File: src/rtl/timer_pkg.sv
// Shared constants for the multi-channel countdown timer.
package timer_pkg;
  localparam logic MODE_ONESHOT  = 1'b0;
  localparam logic MODE_PERIODIC = 1'b1;

  localparam int DEF_WIDTH      = 16;
  localparam int DEF_CHANNELS   = 4;
  localparam int DEF_PRESCALE_W = 8;
endpackage

File: src/rtl/timer_channel.sv
// One countdown channel: counter, reload and mode state, busy flag and expire pulse.
module timer_channel
  import timer_pkg::*;
#(
  parameter int WIDTH = DEF_WIDTH
) (
  input  logic             clk,
  input  logic             reset,
  input  logic             tick,
  input  logic             load,
  input  logic [WIDTH-1:0] cycles,
  input  logic             periodic,
  input  logic             stop,
  output logic             busy,
  output logic             expire
);

  logic [WIDTH-1:0] counter;
  logic [WIDTH-1:0] reload;
  logic             mode;

  // Priority: reset > stop > load > tick; expire drops on every path except expiry.
  always_ff @(posedge clk) begin
    if (reset) begin
      counter <= '0;
      reload  <= '0;
      mode    <= MODE_ONESHOT;
      expire  <= 1'b0;
    end else if (stop) begin
      counter <= '0;
      mode    <= MODE_ONESHOT;
      expire  <= 1'b0;
    end else if (load) begin
      counter <= cycles;
      reload  <= cycles;
      mode    <= periodic;
      expire  <= 1'b0;
    end else if (tick && counter == WIDTH'(1)) begin
      counter <= (mode == MODE_PERIODIC) ? reload : '0;
      expire  <= 1'b1;
    end else begin
      if (tick && counter != '0) counter <= counter - WIDTH'(1);
      expire <= 1'b0;
    end
  end

  assign busy = (counter != '0);

  a_load: assert property (@(posedge clk) disable iff (reset)
    (load && !stop) |=> counter == $past(cycles));
  a_dec: assert property (@(posedge clk) disable iff (reset)
    (tick && !load && !stop && counter > WIDTH'(1)) |=> counter == $past(counter) - WIDTH'(1));
  a_busy: assert property (@(posedge clk) busy == (counter != '0));
  a_exp_src: assert property (@(posedge clk) disable iff (reset)
    expire |-> $past(counter) == WIDTH'(1));
  a_no_exp: assert property (@(posedge clk) (reset || stop) |=> !expire);

  c_reload:  cover property (@(posedge clk) expire && mode == MODE_PERIODIC);
  c_oneshot: cover property (@(posedge clk) expire && !busy);

endmodule

File: src/rtl/multi_timer.sv
// Multi-channel countdown timer sharing one free-running prescaler.
module multi_timer
  import timer_pkg::*;
#(
  parameter int WIDTH      = DEF_WIDTH,
  parameter int CHANNELS   = DEF_CHANNELS,
  parameter int PRESCALE_W = DEF_PRESCALE_W
) (
  input  logic                      clk,
  input  logic                      reset,
  input  logic [PRESCALE_W-1:0]     prescale_div,
  input  logic [CHANNELS-1:0]       load,
  input  logic [CHANNELS*WIDTH-1:0] cycles,
  input  logic [CHANNELS-1:0]       periodic,
  input  logic [CHANNELS-1:0]       stop,
  output logic [CHANNELS-1:0]       busy,
  output logic [CHANNELS-1:0]       expire,
  output logic                      any_expire
);

  logic [PRESCALE_W-1:0] pcnt;
  logic                  tick;

  // >= rather than == so lowering the divider below pcnt ticks at once instead of wrapping.
  assign tick = (pcnt >= prescale_div);

  always_ff @(posedge clk) begin
    if (reset)     pcnt <= '0;
    else if (tick) pcnt <= '0;
    else           pcnt <= pcnt + PRESCALE_W'(1);
  end

  for (genvar i = 0; i < CHANNELS; i++) begin : g_ch
    timer_channel #(.WIDTH(WIDTH)) u_ch (
      .clk      (clk),
      .reset    (reset),
      .tick     (tick),
      .load     (load[i]),
      .cycles   (cycles[i*WIDTH +: WIDTH]),
      .periodic (periodic[i]),
      .stop     (stop[i]),
      .busy     (busy[i]),
      .expire   (expire[i])
    );
  end

  assign any_expire = |expire;

endmodule

File: config.mk
export PLATFORM = sky130hd
export DESIGN_NAME = multi_timer
export DESIGN_NICKNAME = d
export VERILOG_FILES = /design/src/rtl/timer_pkg.sv /design/src/rtl/timer_channel.sv /design/src/rtl/multi_timer.sv
export SDC_FILE = /design/constraint.sdc
export NUM_CORES = 1
export LEC_CHECK = 0
export CAP_MARGIN = 20
export CELL_PAD_IN_SITES_DETAIL_PLACEMENT = 1
export CELL_PAD_IN_SITES_GLOBAL_PLACEMENT = 1
export CORE_UTILIZATION = 40
export DETAILED_ROUTE_END_ITERATION = 10
export GPL_TIMING_DRIVEN = 0
export PLACE_DENSITY_LB_ADDON = 0.15
export REMOVE_ABC_BUFFERS = 1
export SYNTH_ARGS = -nofsm -noshare
export SYNTH_HDL_FRONTEND = slang
export SYNTH_SLANG_ARGS = --single-unit
File: constraint.sdc
create_clock -name clk -period 3.95 [get_ports clk]
set_input_delay 0.9875 -clock clk [delete_from_list [all_inputs] [get_ports clk]]
set_output_delay 0.9875 -clock clk [all_outputs]
set_load 0.005 [all_outputs]
==> results.cfg, run 1 <==
[sta]
worst_pin_slew_ns = 1.08
max_slew_margin_pct = 28.1
hold_viol = 0
min_period_ns = 3.62
rsz0062_at_grt = false
fmax_mhz = 276
tns_ns = 0
drv_slew = 0
skew_ns = 0.0109
setup_viol = 0
setup_slack_ns = 0.331
post-route-period-util_pct = 91.6

[die]
num_io_pins = 95
core_area_um2 = 19500
die_x_um = 143
die-area_um2 = 20500
rows = 51
start_util_pct = 40.9
fp.dieH_um = 143

[power_and_ir_drop]
combPwrFrac_pct = 15.8
power.total_uw = 3770
power.density_nw_per_um2 = 394
clkPwrFrac_pct = 42.6
cellLeakagePower_uw = 0.00348
p_int_uw = 2720
power_frac_seq_pct = 41.7
p_sw_share_pct = 28.0
p_sw_uw = 1060
vdd_drop_max_mv = 0.263

[setup_path]
path_cells = clkdlybuf4s50_1 -> inv_1 -> ha_1 -> a211o_1 -> a31oi_1 -> o221a_2 -> a311o_1 -> buf_6 -> a211oi_1 -> a211oi_1
setup.worst_path.end = g_ch[3].u_ch.counter[13]
cp-end-kind = flop
cpMaxStageDelayCell = a311o_1
critPathMaxStageDelay_ns = 0.67
start_kind = input port
required_ns = 4.30
cp-startpoint = prescale_div[2]
cp_max_fo = 19
cpMostUsedCell = a211oi_1
regToRegStartpoint = pcnt[2]
r2r_end = g_ch[3].u_ch.counter[13]
arrival_ns = 3.96
ff2ff_setup_slack_ns = 0.99
crit_type = input port to flop
r2r_cells = 8

[clock_network]
htree_levels = 4
cts_tree = yes
clkTransAtPathRegs_ns = 0.07
root_buffer = clkbuf_16
clk_path_buf_depth = 2
cts_resized = 0
cts_buffers = 17
cts_sinks = 144
hold_buffers = 0
clk_latency_ns = 0.43
postCtsSetupBuffers = 0

[yosys]
synthArstFlopShare_pct = 0
synth_flop_cell = dfxtp_1
syn_area_um2 = 7960
postSynthAreaPerCell_um2 = 7.65
synth-edff-count = 0
yosysSeqAreaShare_pct = 36.2
yosysWarnings = 0
synth-seq-cells = 144
synth_cell_types = 64
syn_inst = 1041

[grt]
grt-ovfl-total = 0
grt_antenna_before_repair = 0
grt_usage_pct = 24.1
grt_max_degree = 74
first_global_vias = 7694
grt_first_pass_wirelength_mm = 39.0

[place]
gp_congestion = 0.841
port_buffers = 94
pre_cts_slack_ns = -0.120
dp_hpwl_mm = 16.0

[outcome]
status = complete, no violations

[detailed_routing]
wire_per_inst_um = 17.1
drc = 0
firstDrtPassIters = 4
num_vias = 7579
wl_mm = 23.3
ant_nets = 0
drt_iter0_drc = 287
via_per_inst = 5.56

[cells_and_area]
num_antenna_cells = 0
utilization_pct = 49.2
areaGrowthSynthToFinish_pct = 20.3
fin_nets = 1192
nFillCells = 2359
drive_gt1_share_pct = 5.83

[job]
maxCapViolations = 0

[hold_path]
hold_path.class = flop to flop
cell usage in the layout, fill, tap and decap left out, types with 6 or more instances in the layout:
cell type / n
or4_1: 9
mux2i_1: 24
a31oi_1: 19
clkdlybuf4s50_1: 93
or2_2: 8
o22ai_1: 6
and3_1: 9
a21oi_1: 116
xor2_1: 18
o31ai_1: 13
a211o_1: 13
nand3_1: 32
or3_1: 15
buf_6: 8
a211oi_1: 28
a22oi_1: 8
dfxtp_1: 144
nor3_1: 19
clkbuf_16: 17
clkinvlp_4: 7
xnor2_1: 20
inv_1: 23
a311oi_1: 7
nand2_1: 192
o21ai_0: 42
nand4_1: 7
nor4_1: 19
nand2b_1: 9
ha_1: 21
nor2_1: 78
worst min path at each step:
stage	from	to	slack [ns]	cells past startpoint
after floorplan	g_ch[0].u_ch.reload[2]	g_ch[0].u_ch.reload[2]	0.43	2
after global placement	g_ch[0].u_ch.reload[5]	g_ch[0].u_ch.reload[5]	0.44	2
after detailed placement	g_ch[0].u_ch.reload[3]	g_ch[0].u_ch.reload[3]	0.45	2
after CTS	g_ch[1].u_ch.reload[15]	g_ch[1].u_ch.reload[15]	0.46	2
after global routing	g_ch[1].u_ch.reload[9]	g_ch[1].u_ch.reload[9]	0.47	2
final	g_ch[3].u_ch.reload[6]	g_ch[3].u_ch.reload[6]	0.46	2
synth_stat cells, drive strengths merged, types with 3 or more instances:
library cell  number  area share [%]
dfxtp            144              36
or4               10            0.99
nor4              23             2.1
a311oi             8            0.96
a311o              3            0.38
a22oi              8            0.75
clkbuf            57             2.7
o22ai              6            0.47
xor2              18             2.0
or3               15             1.2
nor3b              5            0.47
o31ai             13             1.2
inv               23             1.1
or2                8            0.63
a32oi              3            0.33
nor2              79             3.8
nand2            194             9.3
a211o             13             1.4
o31a               3            0.33
mux2i             24             3.0
buf               22             1.8
nand4              7            0.55
xnor2             20             2.2
a211oi            28             2.6
a21oi            116             7.3
nand3             32             2.0
and2               4            0.31
ha                21             3.3
and3               9            0.71
o21a               3            0.28
a2111oi            3            0.33
mux2               3            0.42
o221ai             3            0.33
a31oi             19             1.5
nor3              19             1.2
nand2b             9            0.71
o21ai             43             2.7
worst max-delay path, delay by kind of cell:
family          cells  cell delay [ns]
buf+inv             3             0.74
fa+ha+maj           1             0.30
compound gates      6             1.93
cell type report:
cell class,count,area (µm²),share of cell area (%)
Tap cell,265,332,3.46
Sequential cell,144,2880,30.1
Inverter,23,86.3,0.902
Clock buffer,19,433,4.52
Timing Repair Buffer,104,1060,11.1
Clock inverter,13,140,1.46
Multi-Input combinational cell,795,4640,48.4
state kept, by name, summed over array words and instances (netlist names):
signal / cells
g_ch.u_ch.mode: 4
pcnt: 8
g_ch.u_ch.counter: 64
g_ch.u_ch.expire: 4
g_ch.u_ch.reload: 64
stage by stage:
step	hold WS (ns)	instances	cell area, µm²
after floorplan	0.426	962	7610
after global placement	0.440	1321	8880
after detailed placement	0.450	1331	9000
after CTS	0.460	1363	9580
after global routing	0.474	1363	9580
final	0.455	1363	9580
cell families after synthesis:
logic type | after synthesis | share of synthesized area [%]
fa+ha+maj | 21 | 3.30
compound gates | 283 | 22.2
xor+xnor | 38 | 4.18
flops | 144 | 36.2
mux | 27 | 3.44
simple gates | 426 | 25.2
buf+inv | 102 | 5.55
power groups by stage:
stage          combinational (µW)  sequential [µW]  clock, µW
4_1_cts                       600             1570       1630
6_report                      596             1570       1610
3_5_place_dp                  594             1600          0
2_1_floorplan                 356             1580          0
3_3_place_gp                  577             1600          0
5_1_grt                       665             1580       1690
routing by layer:
metal  GRT usage [%]  part of all wire, %  up-vias
met1            30.5                   48     3673
met3            4.16                  2.4       16
met5               0                    0        -
met2            42.3                   49       91
met4            5.15                 0.89        0
li1                -                    -     3799
Note: power is estimated with default switching activity, not from simulation.
==> inputs of run 2 (changes only) <==
CTS_CLUSTER_DIAMETER = 60   (was not set)
PLACE_DENSITY_LB_ADDON = 0.1   (was 0.15)
==> run 2 against run 1 <==
Compared with the run above:
- core utilization is 0.084 points lower
- clock power down 6%
- maximum frequency decreased by 0.25%
- setup slack worse by 0.0091 ns
- register-to-register slack improved by 0.03 ns
- sequential power hardly changed
- hold slack lost 0.00089 ns
- non-clock buffer count up 1
- largest power group is now registers
- critical endpoint is now g_ch[2].u_ch.counter[8]
- die area did not move
- first-iteration DRC count up 14%
- largest cell class unchanged
==> results.cfg, run 2 (same netlist as run 1, synthesis figures left out) <==
[setup_path]
regToRegStartpoint = pcnt[5]
crit_buf_inv = 3
cp_max_fo = 11
cp-startpoint = prescale_div[7]
cpMaxStageDelayCell = and2_1
ff2ff_setup_slack_ns = 1.02
arrival_ns = 3.98
cp-end-kind = flop
critPathMaxStageDelay_ns = 0.52
crit_type = input port to flop
path_cells = clkdlybuf4s50_1 -> inv_1 -> ha_1 -> nand2_1 -> or3_1 -> o221ai_1 -> buf_4 -> and2_1 -> nand2_1 -> o211ai_1
required_ns = 4.30
cpMostUsedCell = nand2_1
start_kind = input port
path_delay_family = simple AND/OR/NAND/NOR gates

[die]
core_area_um2 = 19500
die-area_um2 = 20500
die_x_um = 143
rows = 51
start_util_pct = 40.9
num_io_pins = 95
fp.dieH_um = 143

[cells_and_area]
fin_nets = 1193
num_antenna_cells = 0
final_common_cell = nand2_1
top_regs = g_ch.u_ch.counter x64, g_ch.u_ch.reload x64, pcnt x8
drive_gt1_share_pct = 5.92
final_cell_mix = 192 x nand2_1, 144 x dfxtp_1, 116 x a21oi_1
areaGrowthSynthToFinish_pct = 20.1

[grt]
grt-ovfl-total = 0
first_global_vias = 7676
grt_antenna_before_repair = 0
grt_first_pass_wirelength_mm = 39.0
grt_max_degree = 74
grt_usage_pct = 24.2

[clock_network]
cts_resized = 0
hold_buffers = 0
htree_levels = 4
postCtsSetupBuffers = 0
clk_path_buf_depth = 2
clkTransAtPathRegs_ns = 0.06
cts_sinks = 144
root_buffer = clkbuf_16
cts_tree = yes
clk_latency_ns = 0.43
cts_buffers = 17

[detailed_routing]
firstDrtPassIters = 4
num_vias = 7628
via_per_inst = 5.60
drc = 0
wire_per_inst_um = 17.3
drt_iter0_drc = 326
ant_nets = 0
wl_mm = 23.6

[hold_path]
hold_path.class = flop to flop
min-delay-start = g_ch[3].u_ch.reload[3]

[sta]
worst_pin_slew_ns = 1.05
setup_viol = 0
worst_hold_slack_ns = 0.454
skew_ns = 0.0113
min_period_ns = 3.63
max_slew_margin_pct = 29.9
tns_ns = 0
fmax_mhz = 276
drv_slew = 0
hold_viol = 0
rsz0062_at_grt = false
post-route-period-util_pct = 91.8

[outcome]
status = complete, no violations

[place]
gp_congestion = 0.830
dp_hpwl_mm = 16.3
port_buffers = 94

[power_and_ir_drop]
power.density_nw_per_um2 = 385
vdd_drop_max_mv = 0.272
cellLeakagePower_uw = 0.00350

[job]
maxCapViolations = 0
[run 2: through the flow]
stage / setup slack, ns / cells / utilization (%) / power, µW / cell area [µm²]
floorplan: 0.366 / 962 / - / 1940 / 7610
global placement: -1.51 / 1321 / 45.6 / 2180 / 8880
detailed placement: -0.106 / 1331 / 46.2 / 2200 / 8990
CTS: 0.308 / 1362 / 49.0 / 3720 / 9530
global route: 0.153 / 1363 / 49.1 / 3850 / 9560
finish: 0.322 / 1363 / 49.1 / 3680 / 9560
[run 2: cell type report]
type | instances | area (µm²)
fillers | 2408 | 9900
multi-input cells | 795 | 4640
flip-flops and latches | 144 | 2880
repair buffers | 105 | 1080
clock buffers | 19 | 443
well taps | 265 | 332
clock inverters | 12 | 95.1
inverters | 23 | 86.3
[run 2: metal layers]
metal	wire length, µm	track usage [%]	up-vias
li1	-	-	3798
met1	11200	30.8	3692
met2	11400	42.2	119
met3	703	4.06	19
met4	236	5.89	0
met5	0	0	-
[run 2: path summary, 6_finish.rpt]
kind                             end  cells past startpoint
max          g_ch[2].u_ch.counter[8]                     10
min           g_ch[3].u_ch.reload[3]                      2
max reg2reg  g_ch[2].u_ch.counter[8]                      8
min reg2reg   g_ch[3].u_ch.reload[3]                      2
[run 2: worst register-to-register path: cells and delay by family, from the launching register on]
family | cells | cell delay, ns
simple gates | 4 | 1.25
flops | 1 | 0.36
fa+ha+maj | 1 | 0.31
compound gates | 2 | 0.66
buf+inv | 1 | 0.28
[run 2: power by group]
part / internal [µW] / switching [µW]
clock: 870 / 639
combinational: 276 / 320
sequential: 1510 / 60.9
